File: src/rtl/enc8b10b_pkg.sv
// Shared 8b/10b constants: idle K character, legal K codes, disparity values and
// the x/y code sets used to classify disparity and complement decisions.
package enc8b10b_pkg;

    localparam logic [7:0] K28_5  = 8'hBC;
    localparam logic       RD_NEG = 1'b0;
    localparam logic       RD_POS = 1'b1;

    // Legal K codes: K28.y for any y, plus Kx.7 for the x values in this set.
    localparam logic [4:0]  K_X28    = 5'd28;
    localparam logic [31:0] K_X7_SET = (32'd1 << 23) | (32'd1 << 27) | (32'd1 << 29) | (32'd1 << 30);

    localparam logic [31:0] U6_SET = (32'd1 << 0)  | (32'd1 << 1)  | (32'd1 << 2)  | (32'd1 << 4)  |
                                     (32'd1 << 8)  | (32'd1 << 15) | (32'd1 << 16) | (32'd1 << 23) |
                                     (32'd1 << 24) | (32'd1 << 27) | (32'd1 << 29) | (32'd1 << 30) |
                                     (32'd1 << 31);
    localparam logic [4:0]  A6_X   = 5'd7;
    localparam logic [7:0]  U4_SET = (8'd1 << 0) | (8'd1 << 4) | (8'd1 << 7);

    // Data x.7 values that need the alternate 4b code to avoid a run of five.
    localparam logic [31:0] S_NEG_SET = (32'd1 << 17) | (32'd1 << 18) | (32'd1 << 20);
    localparam logic [31:0] S_POS_SET = (32'd1 << 11) | (32'd1 << 13) | (32'd1 << 14);

endpackage

File: src/rtl/enc_disp_classify.sv
// Combinational classification of one character: legal-K check, complement
// selects, alternate-code select S and the running disparity after the character.
module enc_disp_classify
    import enc8b10b_pkg::*;
(
    input  logic [7:0] data,
    input  logic       k_in,
    input  logic       rd,
    output logic       k_eff,
    output logic       k_err,
    output logic       compls6,
    output logic       compls4,
    output logic       s_bit,
    output logic       rd_next
);

    logic [4:0] x;
    logic [2:0] y;
    logic       legal_k;
    logic       u6, a6, u4, a4, rd_mid;

    always_comb begin
        x       = data[4:0];
        y       = data[7:5];
        legal_k = (x == K_X28) | ((y == 3'd7) & K_X7_SET[x]);
        k_eff   = k_in & legal_k;
        k_err   = k_in & ~legal_k;

        u6 = U6_SET[x] | ((x == K_X28) & k_eff);
        a6 = (x == A6_X) & ~k_eff;
        u4 = U4_SET[y];
        a4 = (y == 3'd3) |
             (k_eff & (x == K_X28) & ((y == 3'd1) | (y == 3'd2) | (y == 3'd5) | (y == 3'd6)));

        compls6 = rd & (u6 | a6);
        rd_mid  = rd ^ u6;
        compls4 = rd_mid & (u4 | a4);
        rd_next = rd_mid ^ u4;

        s_bit = ((y == 3'd7) & ~k_eff & ((~rd_mid & S_NEG_SET[x]) | (rd_mid & S_POS_SET[x]))) |
                ((y == 3'd7) & k_eff);
    end

endmodule

File: src/rtl/enc_rd_ctrl.sv
// 8b/10b encoder front end: one registered output stage with ready/valid handshake
// and running-disparity tracking. Define ENC_RD_CTRL_IDLE_EN to fill bubbles with IDLE_K.
module enc_rd_ctrl
    import enc8b10b_pkg::*;
#(
    parameter logic       RD_INIT = 1'b0,
    parameter logic [7:0] IDLE_K  = K28_5
) (
    input  logic       clk,
    input  logic       rst_n,
    input  logic       in_valid,
    output logic       in_ready,
    input  logic [7:0] in_data,
    input  logic       in_k,
    output logic       out_valid,
    input  logic       out_ready,
    output logic [5:0] out_buf6,
    output logic [4:0] out_buf4,
    output logic       out_compls6,
    output logic       out_compls4,
    output logic       rd,
    output logic       k_err
);

    logic [7:0] c_data;
    logic       c_k;
    logic       load;
    logic       k_eff, k_err_c, compls6_c, compls4_c, s_c, rd_next;

    assign in_ready = ~out_valid | out_ready;

    // Idle character feeds the classifier whenever no input is offered; it only
    // reaches the register when the idle-fill build allows an empty-slot load.
    assign c_data = in_valid ? in_data : IDLE_K;
    assign c_k    = in_valid ? in_k    : 1'b1;

`ifdef ENC_RD_CTRL_IDLE_EN
    assign load = in_ready;
`else
    assign load = in_ready & in_valid;
`endif

    enc_disp_classify u_classify (
        .data    (c_data),
        .k_in    (c_k),
        .rd      (rd),
        .k_eff   (k_eff),
        .k_err   (k_err_c),
        .compls6 (compls6_c),
        .compls4 (compls4_c),
        .s_bit   (s_c),
        .rd_next (rd_next)
    );

    always_ff @(posedge clk or negedge rst_n) begin
        if (!rst_n) begin
            out_valid   <= 1'b0;
            out_buf6    <= '0;
            out_buf4    <= '0;
            out_compls6 <= 1'b0;
            out_compls4 <= 1'b0;
            k_err       <= 1'b0;
            rd          <= RD_INIT;
        end else if (in_ready) begin
            out_valid <= load;
            if (load) begin
                out_buf6    <= {k_eff, c_data[4:0]};
                out_buf4    <= {s_c, k_eff, c_data[7:5]};
                out_compls6 <= compls6_c;
                out_compls4 <= compls4_c;
                k_err       <= k_err_c;
                rd          <= rd_next;
            end
        end
    end

endmodule

File: config.mk
export PLATFORM = sky130hd
export DESIGN_NAME = enc_rd_ctrl
export DESIGN_NICKNAME = d
export VERILOG_FILES = /design/src/rtl/enc8b10b_pkg.sv /design/src/rtl/enc_disp_classify.sv /design/src/rtl/enc_rd_ctrl.sv
export SDC_FILE = /design/constraint.sdc
export NUM_CORES = 1
export LEC_CHECK = 0
export BUFFER_PORTS_ARGS = -buffer_cell sky130_fd_sc_hd__buf_2
export CAP_MARGIN = 15
export CORE_ASPECT_RATIO = 1.5
export CORE_UTILIZATION = 50
export DETAILED_ROUTE_END_ITERATION = 10
export PLACE_DENSITY = 0.87
export SKIP_LAST_GASP = 1
export SLEW_MARGIN = 20
export SYNTH_ARGS = -nofsm -noshare
export SYNTH_HDL_FRONTEND = slang
export SYNTH_SLANG_ARGS = --single-unit
File: constraint.sdc
create_clock -name clk -period 1.78 [get_ports clk]
set_clock_uncertainty 0.2 [all_clocks]
set_input_delay 0.267 -clock clk [delete_from_list [all_inputs] [get_ports clk]]
set_output_delay 0.267 -clock clk [all_outputs]
set_load 0.02 [all_outputs]
==> flow_metrics.env <==
export IMPL_end_kind="flop"
export IMPL_hold_path_class="in -> reg"
export IMPL_cp_cell_sequence="clkbuf_4 -> nand2_2 -> ha_4 -> nor2b_1 -> a31oi_1 -> nor3_2 -> nor2_1 -> o211ai_1 -> a32o_1"
export IMPL_grtUsageTotal_pct=25.1
export IMPL_numCtsBuffers=3
export IMPL_cts_path_max_buffers=2
export IMPL_slowest_stage="a32o_1"
export IMPL_period_needed_ps=1620
export IMPL_switching_share_pct=38.0
export IMPL_antenna_cells=0
export IMPL_grt_pass1_vias=928
export IMPL_dieHeight_um=56.5
export IMPL_cellLeakagePower_nw=0.580
export IMPL_h_tree_depth=1
export IMPL_setup_violations=0
export IMPL_drc=0
export IMPL_reg2reg_from="out_valid"
export IMPL_met2_length_um=1330
export IMPL_yosysWarnings=0
export IMPL_syn_area_per_cell_um2=9.79
export IMPL_min_from="in_data[7]"
export IMPL_ant_nets=0
export IMPL_drtIter0Drc=29
export IMPL_hold_viol_final=0
export IMPL_tightest_slew_ps=351
export IMPL_fmax_ghz=0.616
export IMPL_maxCapViolations=0
export IMPL_syn_to_final_growth_pct=29.2
export IMPL_p_int_w=0.000675
export IMPL_ys_types=38
export IMPL_finalPower_w=0.00109
export IMPL_place_congestion=0.930
export IMPL_routed_wl_um=2320
export IMPL_worstPathArrival_ps=1610
export IMPL_highest_layer="met4"
export IMPL_start_util_pct=53.3
export IMPL_p_comb_share_pct=40.8
export IMPL_wl_met1_um=827
export IMPL_cts_tree="built"
export IMPL_ir_worst_vdd_v=0.000655
export IMPL_mostFrequentLayoutCell="buf_2"
export IMPL_synth_edff_count=0
export IMPL_min_period_over_period_pct=91.2
export IMPL_rsz0062_at_grt="false"
export IMPL_grt_pass1_wl_um=3950
export IMPL_ios=30
export IMPL_critPathLaunchType="input port"
export IMPL_clk_insertion_delay_late_ps=290
export IMPL_met3_wirelength_um=89
export IMPL_powerDensity_nw_per_um2=853
export IMPL_cp_max_fo=6
export IMPL_die_w_um=38.3
export IMPL_gr_total_overflow=0
export IMPL_crit_start="in_data[0]"
export IMPL_maxSlewHeadroom_pct=76.5
export IMPL_final_cells=161
export IMPL_crit_required_ps=1770
export IMPL_viasPerCell=5.78
export IMPL_pwr_share_clk_pct=18.4
export IMPL_ys_async_sr_fraction_pct=100
export IMPL_fill_cells=149
export IMPL_port_buffers=29
export IMPL_root_buffer="clkbuf_4"
export IMPL_path_clk_slew_ps=90
export IMPL_final_cell_mix="buf_2 (28), dfrtp_1 (15), buf_4 (13)"
export IMPL_drt_pass1_iter_count=4
export IMPL_ys_seq_area_share_pct=38.0
export IMPL_clock_sinks=15
export IMPL_synth_area_um2=988
export IMPL_antenna_found_initial=0
export IMPL_design_die_area_um2=2160
export IMPL_route_vias_total=930
export IMPL_cp_slowest_stage_delay_ps=260
export IMPL_wl_per_cell_um=14.4
export IMPL_synthFlopType="dfrtp_1"
export IMPL_drive_gt1_share_pct=46.4
export IMPL_synth_nets=115
export IMPL_yosys_register_bits=15
export IMPL_status="finished clean"
export IMPL_slew_viol_final=0
export IMPL_nNetsFinal=155
export IMPL_hpwl_um=1860
export IMPL_switchingPower_w=0.000414
export IMPL_grt_max_degree=17
export IMPL_coreArea_um2=1850
export IMPL_path_class="in -> reg"
export IMPL_rows=19
export IMPL_placedCellCount=156
export IMPL_synthCells=101
export IMPL_power_frac_seq_pct=40.8
synthesized netlist by cell type, types with 2 or more instances:
cell,n,area share (%)
a31oi_1,4,2.5
a21oi_1,2,1.0
nand2_1,13,4.9
nor2b_1,2,1.3
dfrtp_1,15,38
nor2_1,4,1.5
buf_2,5,2.5
mux2_1,3,3.4
nand3_1,7,3.5
o31ai_2,2,2.5
nand4_1,2,1.3
inv_1,2,0.76
mux2_2,5,5.7
xnor2_1,4,3.5
nand2b_1,2,1.3
o211ai_1,2,1.5
o21ai_1,3,1.5
buf_4,2,1.5
o21ai_0,3,1.5
sequential cells by signal, indices dropped and copies added (netlist names):
signal,count
rd,1
out_buf4,5
k_err,1
out_buf6,5
out_valid,1
out_compls4,1
out_compls6,1
per-layer routing:
| metal | up-vias | GRT usage [%] |
|---|---|---|
| met5 | - | 0 |
| met4 | 0 | 13.8 |
| met3 | 6 | 3.16 |
| met2 | 35 | 44.6 |
| met1 | 442 | 26.5 |
| li1 | 447 | - |
critical path: cells and delay by family:
| family | cells | cell delay [ps] |
|---|---|---|
| fa+ha+maj | 1 | 250 |
| compound gates | 3 | 540 |
| buf+inv | 1 | 160 |
| simple gates | 4 | 390 |
path summary, 6_finish.rpt:
kind,to,slack (ps),cells after the start
min,out_buf4[2],30,2
max in group asynchronous,out_buf6[2],920,2
min in group asynchronous,k_err,200,2
max reg2reg,rd,250,4
max,out_buf4[4],160,9
min reg2reg,out_buf4[3],300,1
timing repair:
item,4_1_cts,5_1_grt
hold buffers,1,0
endpoints found under the hold margin,15,0
buffers inserted,0,0
resized for setup,0,3
setup endpoints to repair,0,1
cell type report:
| cell class | instances | area [µm²] | share of cell area [%] |
|---|---|---|---|
| Clock buffer | 4 | 26.3 | 2.06 |
| Inverter | 2 | 7.51 | 0.588 |
| Multi-Input combinational cell | 76 | 587 | 45.9 |
| Timing Repair Buffer | 43 | 255 | 20.0 |
| Sequential cell | 15 | 375 | 29.4 |
| Tap cell | 21 | 26.3 | 2.06 |
cells by family after synthesis:
logic type | Yosys count | synth area share (%)
muxes | 8 | 9.11
and+or+nand+nor | 37 | 19.9
buffers and inverters | 10 | 5.95
xor gates and xnor gates | 5 | 5.19
DFF | 15 | 38.0
adders and majority gates | 2 | 2.40
AOI/OAI and AO/OA | 24 | 19.5
power groups by stage:
stage / Sequential [W] / Clock, W / Combinational (W)
floorplan: 0.000528 / 0 / 0.000221
global placement: 0.000445 / 0 / 0.000427
detailed placement: 0.000451 / 0 / 0.000441
CTS: 0.000444 / 0.000203 / 0.000444
global route: 0.000454 / 0.000215 / 0.000482
finish: 0.000444 / 0.000201 / 0.000444
through the flow:
step | util, % | setup slack, ps | setup TNS [ps] | instance area [µm²] | hold WS, ps
after detailed placement | 66.4 | -173 | -376 | 1230 | -9.16
after CTS | 68.4 | 130 | 0 | 1270 | 29.8
after global routing | 68.9 | 9.47 | 0 | 1280 | 24.2
after floorplan | - | -4.84 | -9.41 | 1020 | -229
after global placement | 66.4 | -93.0 | -189 | 1230 | -23.7
final | 68.9 | 156 | 0 | 1280 | 31.3
Note: power is estimated with default switching activity, not from simulation.
